--- src/rtl/adsr_envelope.sv ---
// rtl/adsr_envelope.sv - single-voice ADSR envelope generator with gain scaling
module adsr_envelope #(
   parameter int W = 16
) (
   input  logic         CLK,
   input  logic         RESET,
   input  logic         SAMPLE_TICK,
   input  logic         KEY,
   input  logic [W-1:0] ATTACK,
   input  logic [W-1:0] DECAY,
   input  logic [W-1:0] SUSTAIN,
   input  logic [W-1:0] RLEASE,
   input  logic [W-1:0] GAIN,
   output logic [W-1:0] ENV_LEVEL,
   output logic         ENV_VALID,
   output logic [2:0]   ENV_STATE,
   output logic         ACTIVE,
   output logic [W-1:0] SCALED,
   output logic         SCALED_VALID
);

   typedef enum logic [2:0] {
      ST_IDLE    = 3'd0,
      ST_ATTACK  = 3'd1,
      ST_DECAY   = 3'd2,
      ST_SUSTAIN = 3'd3,
      ST_RELEASE = 3'd4
   } state_t;

   localparam logic [W-1:0] LMAX   = {W{1'b1}};
   localparam logic [W:0]   LMAX_X = {1'b0, {W{1'b1}}};

   state_t       state_q, state_d, eff_state;
   logic [W-1:0] level_q, level_d;
   logic         key_prev_q, key_prev_d;
   logic         valid_q, active_q, active_d;
   logic [W-1:0] scaled_q;
   logic         scaled_valid_q;
   logic [W:0]   sum_x, thr_x, level_x;

   // Tick-gated key edge detection, transition priority and per-state step arithmetic
   always_comb begin
      state_d    = state_q;
      level_d    = level_q;
      key_prev_d = key_prev_q;
      eff_state  = state_q;
      level_x    = {1'b0, level_q};
      sum_x      = level_x + {1'b0, ATTACK};
      thr_x      = {1'b0, SUSTAIN} + {1'b0, DECAY};
      if (SAMPLE_TICK) begin
         key_prev_d = KEY;
         if (KEY && !key_prev_q) begin
            eff_state = ST_ATTACK;
         end else if (!KEY && key_prev_q &&
                      (state_q == ST_ATTACK || state_q == ST_DECAY || state_q == ST_SUSTAIN)) begin
            eff_state = ST_RELEASE;
         end
         // The step of the state we land in is applied on this very tick
         case (eff_state)
            ST_ATTACK: begin
               if (sum_x >= LMAX_X || ATTACK == '0) begin
                  level_d = LMAX;
                  state_d = ST_DECAY;
               end else begin
                  level_d = sum_x[W-1:0];
                  state_d = ST_ATTACK;
               end
            end
            ST_DECAY: begin
               // Covers a level already under SUSTAIN (snap up) as well as the last step down
               if (DECAY == '0 || level_x <= thr_x) begin
                  level_d = SUSTAIN;
                  state_d = ST_SUSTAIN;
               end else begin
                  level_d = level_q - DECAY;
                  state_d = ST_DECAY;
               end
            end
            ST_SUSTAIN: begin
               level_d = SUSTAIN;
               state_d = ST_SUSTAIN;
            end
            ST_RELEASE: begin
               if (RLEASE == '0 || level_q <= RLEASE) begin
                  level_d = '0;
                  state_d = ST_IDLE;
               end else begin
                  level_d = level_q - RLEASE;
                  state_d = ST_RELEASE;
               end
            end
            default: begin
               level_d = '0;
               state_d = ST_IDLE;
            end
         endcase
      end
      active_d = (state_d != ST_IDLE);
   end

   // Envelope state register; a tick in cycle t shows up with ENV_VALID in cycle t+1
   always_ff @(posedge CLK) begin
      if (RESET) begin
         state_q    <= ST_IDLE;
         level_q    <= '0;
         key_prev_q <= 1'b0;
         valid_q    <= 1'b0;
         active_q   <= 1'b0;
      end else begin
         state_q    <= state_d;
         level_q    <= level_d;
         key_prev_q <= key_prev_d;
         valid_q    <= SAMPLE_TICK;
         active_q   <= active_d;
      end
   end

   // Gain stage: multiply the fresh level by GAIN, keep the upper W bits
   always_ff @(posedge CLK) begin
      if (RESET) begin
         scaled_q       <= '0;
         scaled_valid_q <= 1'b0;
      end else begin
         scaled_valid_q <= valid_q;
         if (valid_q) begin
            scaled_q <= W'(({{W{1'b0}}, level_q} * {{W{1'b0}}, GAIN}) >> W);
         end
      end
   end

   assign ENV_LEVEL    = level_q;
   assign ENV_VALID    = valid_q;
   assign ENV_STATE    = state_q;
   assign ACTIVE       = active_q;
   assign SCALED       = scaled_q;
   assign SCALED_VALID = scaled_valid_q;

endmodule

--- config.mk ---
export PLATFORM = sky130hd
export DESIGN_NAME = adsr_envelope
export DESIGN_NICKNAME = d
export VERILOG_FILES = /design/src/rtl/adsr_envelope.sv
export SDC_FILE = /design/constraint.sdc
export NUM_CORES = 1
export LEC_CHECK = 0
export CAP_MARGIN = 40
export CELL_PAD_IN_SITES_DETAIL_PLACEMENT = 2
export CELL_PAD_IN_SITES_GLOBAL_PLACEMENT = 2
export CORE_MARGIN = 3
export CORE_UTILIZATION = 30
export CTS_BUF_LIST = sky130_fd_sc_hd__clkbuf_8
export CTS_CLUSTER_SIZE = 40
export DETAILED_ROUTE_END_ITERATION = 8
export GPL_TIMING_DRIVEN = 0
export PLACE_DENSITY_LB_ADDON = 0.1
export SLEW_MARGIN = 5
export SYNTH_ARGS = -nofsm -noshare
export SYNTH_HDL_FRONTEND = slang
export SYNTH_SLANG_ARGS = --single-unit
--- constraint.sdc ---
create_clock -name CLK -period 6.3 [get_ports CLK]
set_input_delay 0.63 -clock CLK [delete_from_list [all_inputs] [get_ports CLK]]
set_output_delay 0.63 -clock CLK [all_outputs]
set_load 0.1 [all_outputs]
==> run metrics <==
unrepaired setup endpoints after global routing=true; class of the worst hold path=register to register; VDD IR max=0.101 mV; Min Clock Period, post-route=6.16 ns; I/O Pins=122; Comb power frac=76.0%; Slew headroom=43.6%; final sum of negative setup slack=0 ns; Final nets=2255; critical path cell sequence=clkbuf_4 -> buf_8 -> nand2_1 -> fa_1 -> fa_2 -> fa_1 -> fa_1 -> inv_1 -> fa_1 -> inv_1 -> fa_1 -> inv_1 -> ha_4 -> a21boi_2 -> o21ai_2 -> buf_4 -> a211oi_4 -> nor3_4 -> o21ai_2 -> o22a_1 -> a21oi_2 -> xnor2_1 -> a211oi_1; total power per unit cell area=133 nW/um2; switching power as a share of total power=51.3%; Placement Cell Area=15900 um2; violation count after the first detailed-route iteration=497; part of the power in the clock network=10.5%; clock latency at the later pin of the worst-skew pair=0.33 ns; Worst-Margin Slew=0.846 ns; synth cell count leaders=291 x sky130_fd_sc_hd__inv_1, 197 x sky130_fd_sc_hd__fa_1, 185 x sky130_fd_sc_hd__nand2_1; chip width=216 um; prevailing post-synth register cell=sky130_fd_sc_hd__dfxtp_1; hold violation count in the final report=0; number of antenna violations at the first check in global routing=1; Area contributors post-synth=sky130_fd_sc_hd__fa_1 30%, sky130_fd_sc_hd__ha_1 17%, sky130_fd_sc_hd__inv_1 8.2%, sky130_fd_sc_hd__dfxtp_1 5.9%, sky130_fd_sc_hd__and2_1 5.7%; Clock Pin Slew Worst Setup and Hold Paths=0.09 ns; CTS tree=done; kind of cell with the highest combined delay on the critical path=adder cells; gpl congestion=0.847; remaining routing DRC violations=0; clock root cell=sky130_fd_sc_hd__clkbuf_8; startpoint type of the worst setup path=primary input; CP Max Fanout=10; endpoint required time on the critical path=6.48 ns; Post-Syn Area=13200 um2; global route overflow=0; Internal=1.08 mW; die boundary height=216 um; biggest area consumer among synthesized cells=sky130_fd_sc_hd__fa_1; drt total wl=51100 um; count of input and output buffers=120; Vias=12.0k; synthesis-to-finish area growth=26.5%; Final setup viols=0; post-detail-place hpwl=42300 um; Post-synth EDFFs=0; layout cells sized above 1=11.5%; number of synthesized register bits=39; final slew viol count=0; data arrival time of the critical path=6.34 ns; status=finished, final reports clean; power spent charging and discharging nets=1.14 mW; Clock Path Buffers=2; DR WL/cell=21.5 um; pin count of the biggest net entering global routing=23; worst slack, placed=-1.88 ns; synthesized instance count=1590; maximum capacitance violations=0; Critical path origin=GAIN[2]; starting density of the core=30.5%; start of the worst register-to-register path=ENV_LEVEL[6]; Critical Setup Path Class=primary input to register; syn nets=2051; 1st-pass router iterations=7; crit-path most repeated cell=sky130_fd_sc_hd__fa_1; overall fraction of global-route tracks in use=22.1%; register area share after synthesis=5.89%; fin area=16800 um2; synthesized area per cell=8.33 um2; Synth Warn #=0; fmax=162 MHz; sequential share of power=13.5%; vias in the first global route=13.8k; largest stage delay on the critical path=0.61 ns; min setup slack post-route=0.141 ns; first-pass GRT wire length=80000 um; Hold Startpoint=SCALED[14]; die area=46700 um2; Buf+Inv Stages, Crit Path=6; TritonCTS Buffers=5; post-synth cell types=72; final clock skew=0.0138 ns; most repeated cell in the gate-level netlist after synthesis=sky130_fd_sc_hd__inv_1; share of the synthesized area in the top cell type=29.8%; Avg Vias per Cell=5.04; async set-or-reset flop fraction in the synthesized netlist=0%; kind of end point of the critical path=register; Finished Core Util=38.6%; Core Footprint=43400 um2; CTS H-tree lvls=2; Tcrit/Tclk final=97.8%; number of nets still failing antenna checks after routing=0; cell at the slowest stage of the critical path=sky130_fd_sc_hd__fa_2; Core Rows=76; CTS sink cnt=39; cell leakage power=8.03 nW
## stage by stage
step | std cells | power, mW | hold WS, ns
after floorplan | 1590 | 1.33 | 0.549
after global placement | 2295 | 1.77 | 0.472
after detailed placement | 2336 | 1.89 | 0.464
after CTS | 2360 | 2.18 | 0.500
after global routing | 2380 | 2.45 | 0.526
final | 2383 | 2.22 | 0.489
## state kept, by name, indices dropped and copies added (netlist names)
name,count
ENV_STATE,3
ENV_LEVEL,16
SCALED,16
ACTIVE,1
ENV_VALID,1
SCALED_VALID,1
key_prev_q,1
## cell usage in the layout (no fill, tap or decap), types with 6 or more instances in the layout
cell type,Yosys,routed
sky130_fd_sc_hd__nand2_1,185,184
sky130_fd_sc_hd__a21oi_1,69,66
sky130_fd_sc_hd__and3_1,11,11
sky130_fd_sc_hd__nor4_1,13,13
sky130_fd_sc_hd__or3_1,10,9
sky130_fd_sc_hd__dfxtp_1,39,23
sky130_fd_sc_hd__clkdlybuf4s50_1,0,105
sky130_fd_sc_hd__buf_4,1,47
sky130_fd_sc_hd__nor2b_1,16,16
sky130_fd_sc_hd__ha_1,180,174
sky130_fd_sc_hd__fa_1,197,193
sky130_fd_sc_hd__o21ai_0,49,45
sky130_fd_sc_hd__clkbuf_4,0,10
sky130_fd_sc_hd__a211oi_1,11,10
sky130_fd_sc_hd__and2_1,121,118
sky130_fd_sc_hd__a21o_1,25,25
sky130_fd_sc_hd__o21a_1,12,12
sky130_fd_sc_hd__xnor2_1,42,42
sky130_fd_sc_hd__dfxtp_4,0,15
sky130_fd_sc_hd__nand3b_1,6,6
sky130_fd_sc_hd__nand3_1,20,20
sky130_fd_sc_hd__inv_1,291,287
sky130_fd_sc_hd__ha_4,0,6
sky130_fd_sc_hd__nor3_1,15,13
sky130_fd_sc_hd__clkbuf_1,47,14
sky130_fd_sc_hd__buf_6,0,10
sky130_fd_sc_hd__xor2_1,22,21
sky130_fd_sc_hd__nand2b_1,10,10
sky130_fd_sc_hd__clkbuf_8,2,11
sky130_fd_sc_hd__mux2i_1,16,16
sky130_fd_sc_hd__nand4_1,10,10
sky130_fd_sc_hd__nor2_1,62,61
sky130_fd_sc_hd__a221oi_1,11,11
sky130_fd_sc_hd__o21bai_1,7,6
sky130_fd_sc_hd__buf_16,0,6
sky130_fd_sc_hd__buf_8,0,42
## what timing repair did
| action | 4_1_cts | 5_1_grt |
|---|---|---|
| buffers inserted | 20 | 22 |
| setup endpoints to repair | 16 | 12 |
| hold buffers | 0 | 0 |
| resized for setup | 160 | 88 |
| pin swaps | 5 | 36 |
## cell families (layout without fill, tap and decap cells)
| family | Yosys count | in the layout | synth area share (%) |
|---|---|---|---|
| AOI/OAI and AO/OA | 251 | 251 | 12.8 |
| xor gates and xnor gates | 64 | 64 | 4.23 |
| adders and majority gates | 377 | 377 | 46.8 |
| buffers and inverters | 343 | 548 | 9.94 |
| DFF | 39 | 39 | 5.89 |
| muxes | 19 | 19 | 1.46 |
| other | 0 | 3 | 0 |
| and+or+nand+nor | 497 | 497 | 18.9 |
## worst paths after layout
| path | end | cells past startpoint | slack, ns |
|---|---|---|---|
| worst max-delay path | SCALED[15] | 23 | 0.14 |
| worst min-delay path | SCALED[14] | 1 | 0.49 |
| worst max register to register | SCALED[14] | 23 | 0.15 |
| worst min register to register | SCALED[14] | 1 | 0.49 |
## power groups by stage
stage | clock, mW | combinational (mW) | sequential [mW]
3_3_place_gp | 0 | 1.44 | 0.332
5_1_grt | 0.250 | 1.90 | 0.305
6_report | 0.233 | 1.69 | 0.300
3_5_place_dp | 0 | 1.56 | 0.332
2_1_floorplan | 0 | 0.883 | 0.446
4_1_cts | 0.249 | 1.62 | 0.308
## routing by layer
layer  GRT usage (%)  wire length, um  share of wire, %  up-vias
li1                -                -                 -     5587
met1            29.9            23900                47     6250
met2            39.9            25400                50      156
met3            1.47             1220               2.4       27
met4            2.95              568               1.1        0
met5               0                0                 0        -
## final cells by class
type                       instances  area (um2)
tap                              585         732
fill                            4995       26600
inverter                         291        1090
clock inverter                     3        43.8
antenna                            3        7.51
buffer                            46         428
sequential                        39         838
multi-input combinational       1208       11400
timing repair buffer             203        2170
clock buffer                       5        68.8
No activity file was read; power rests on OpenSTA's default activity.
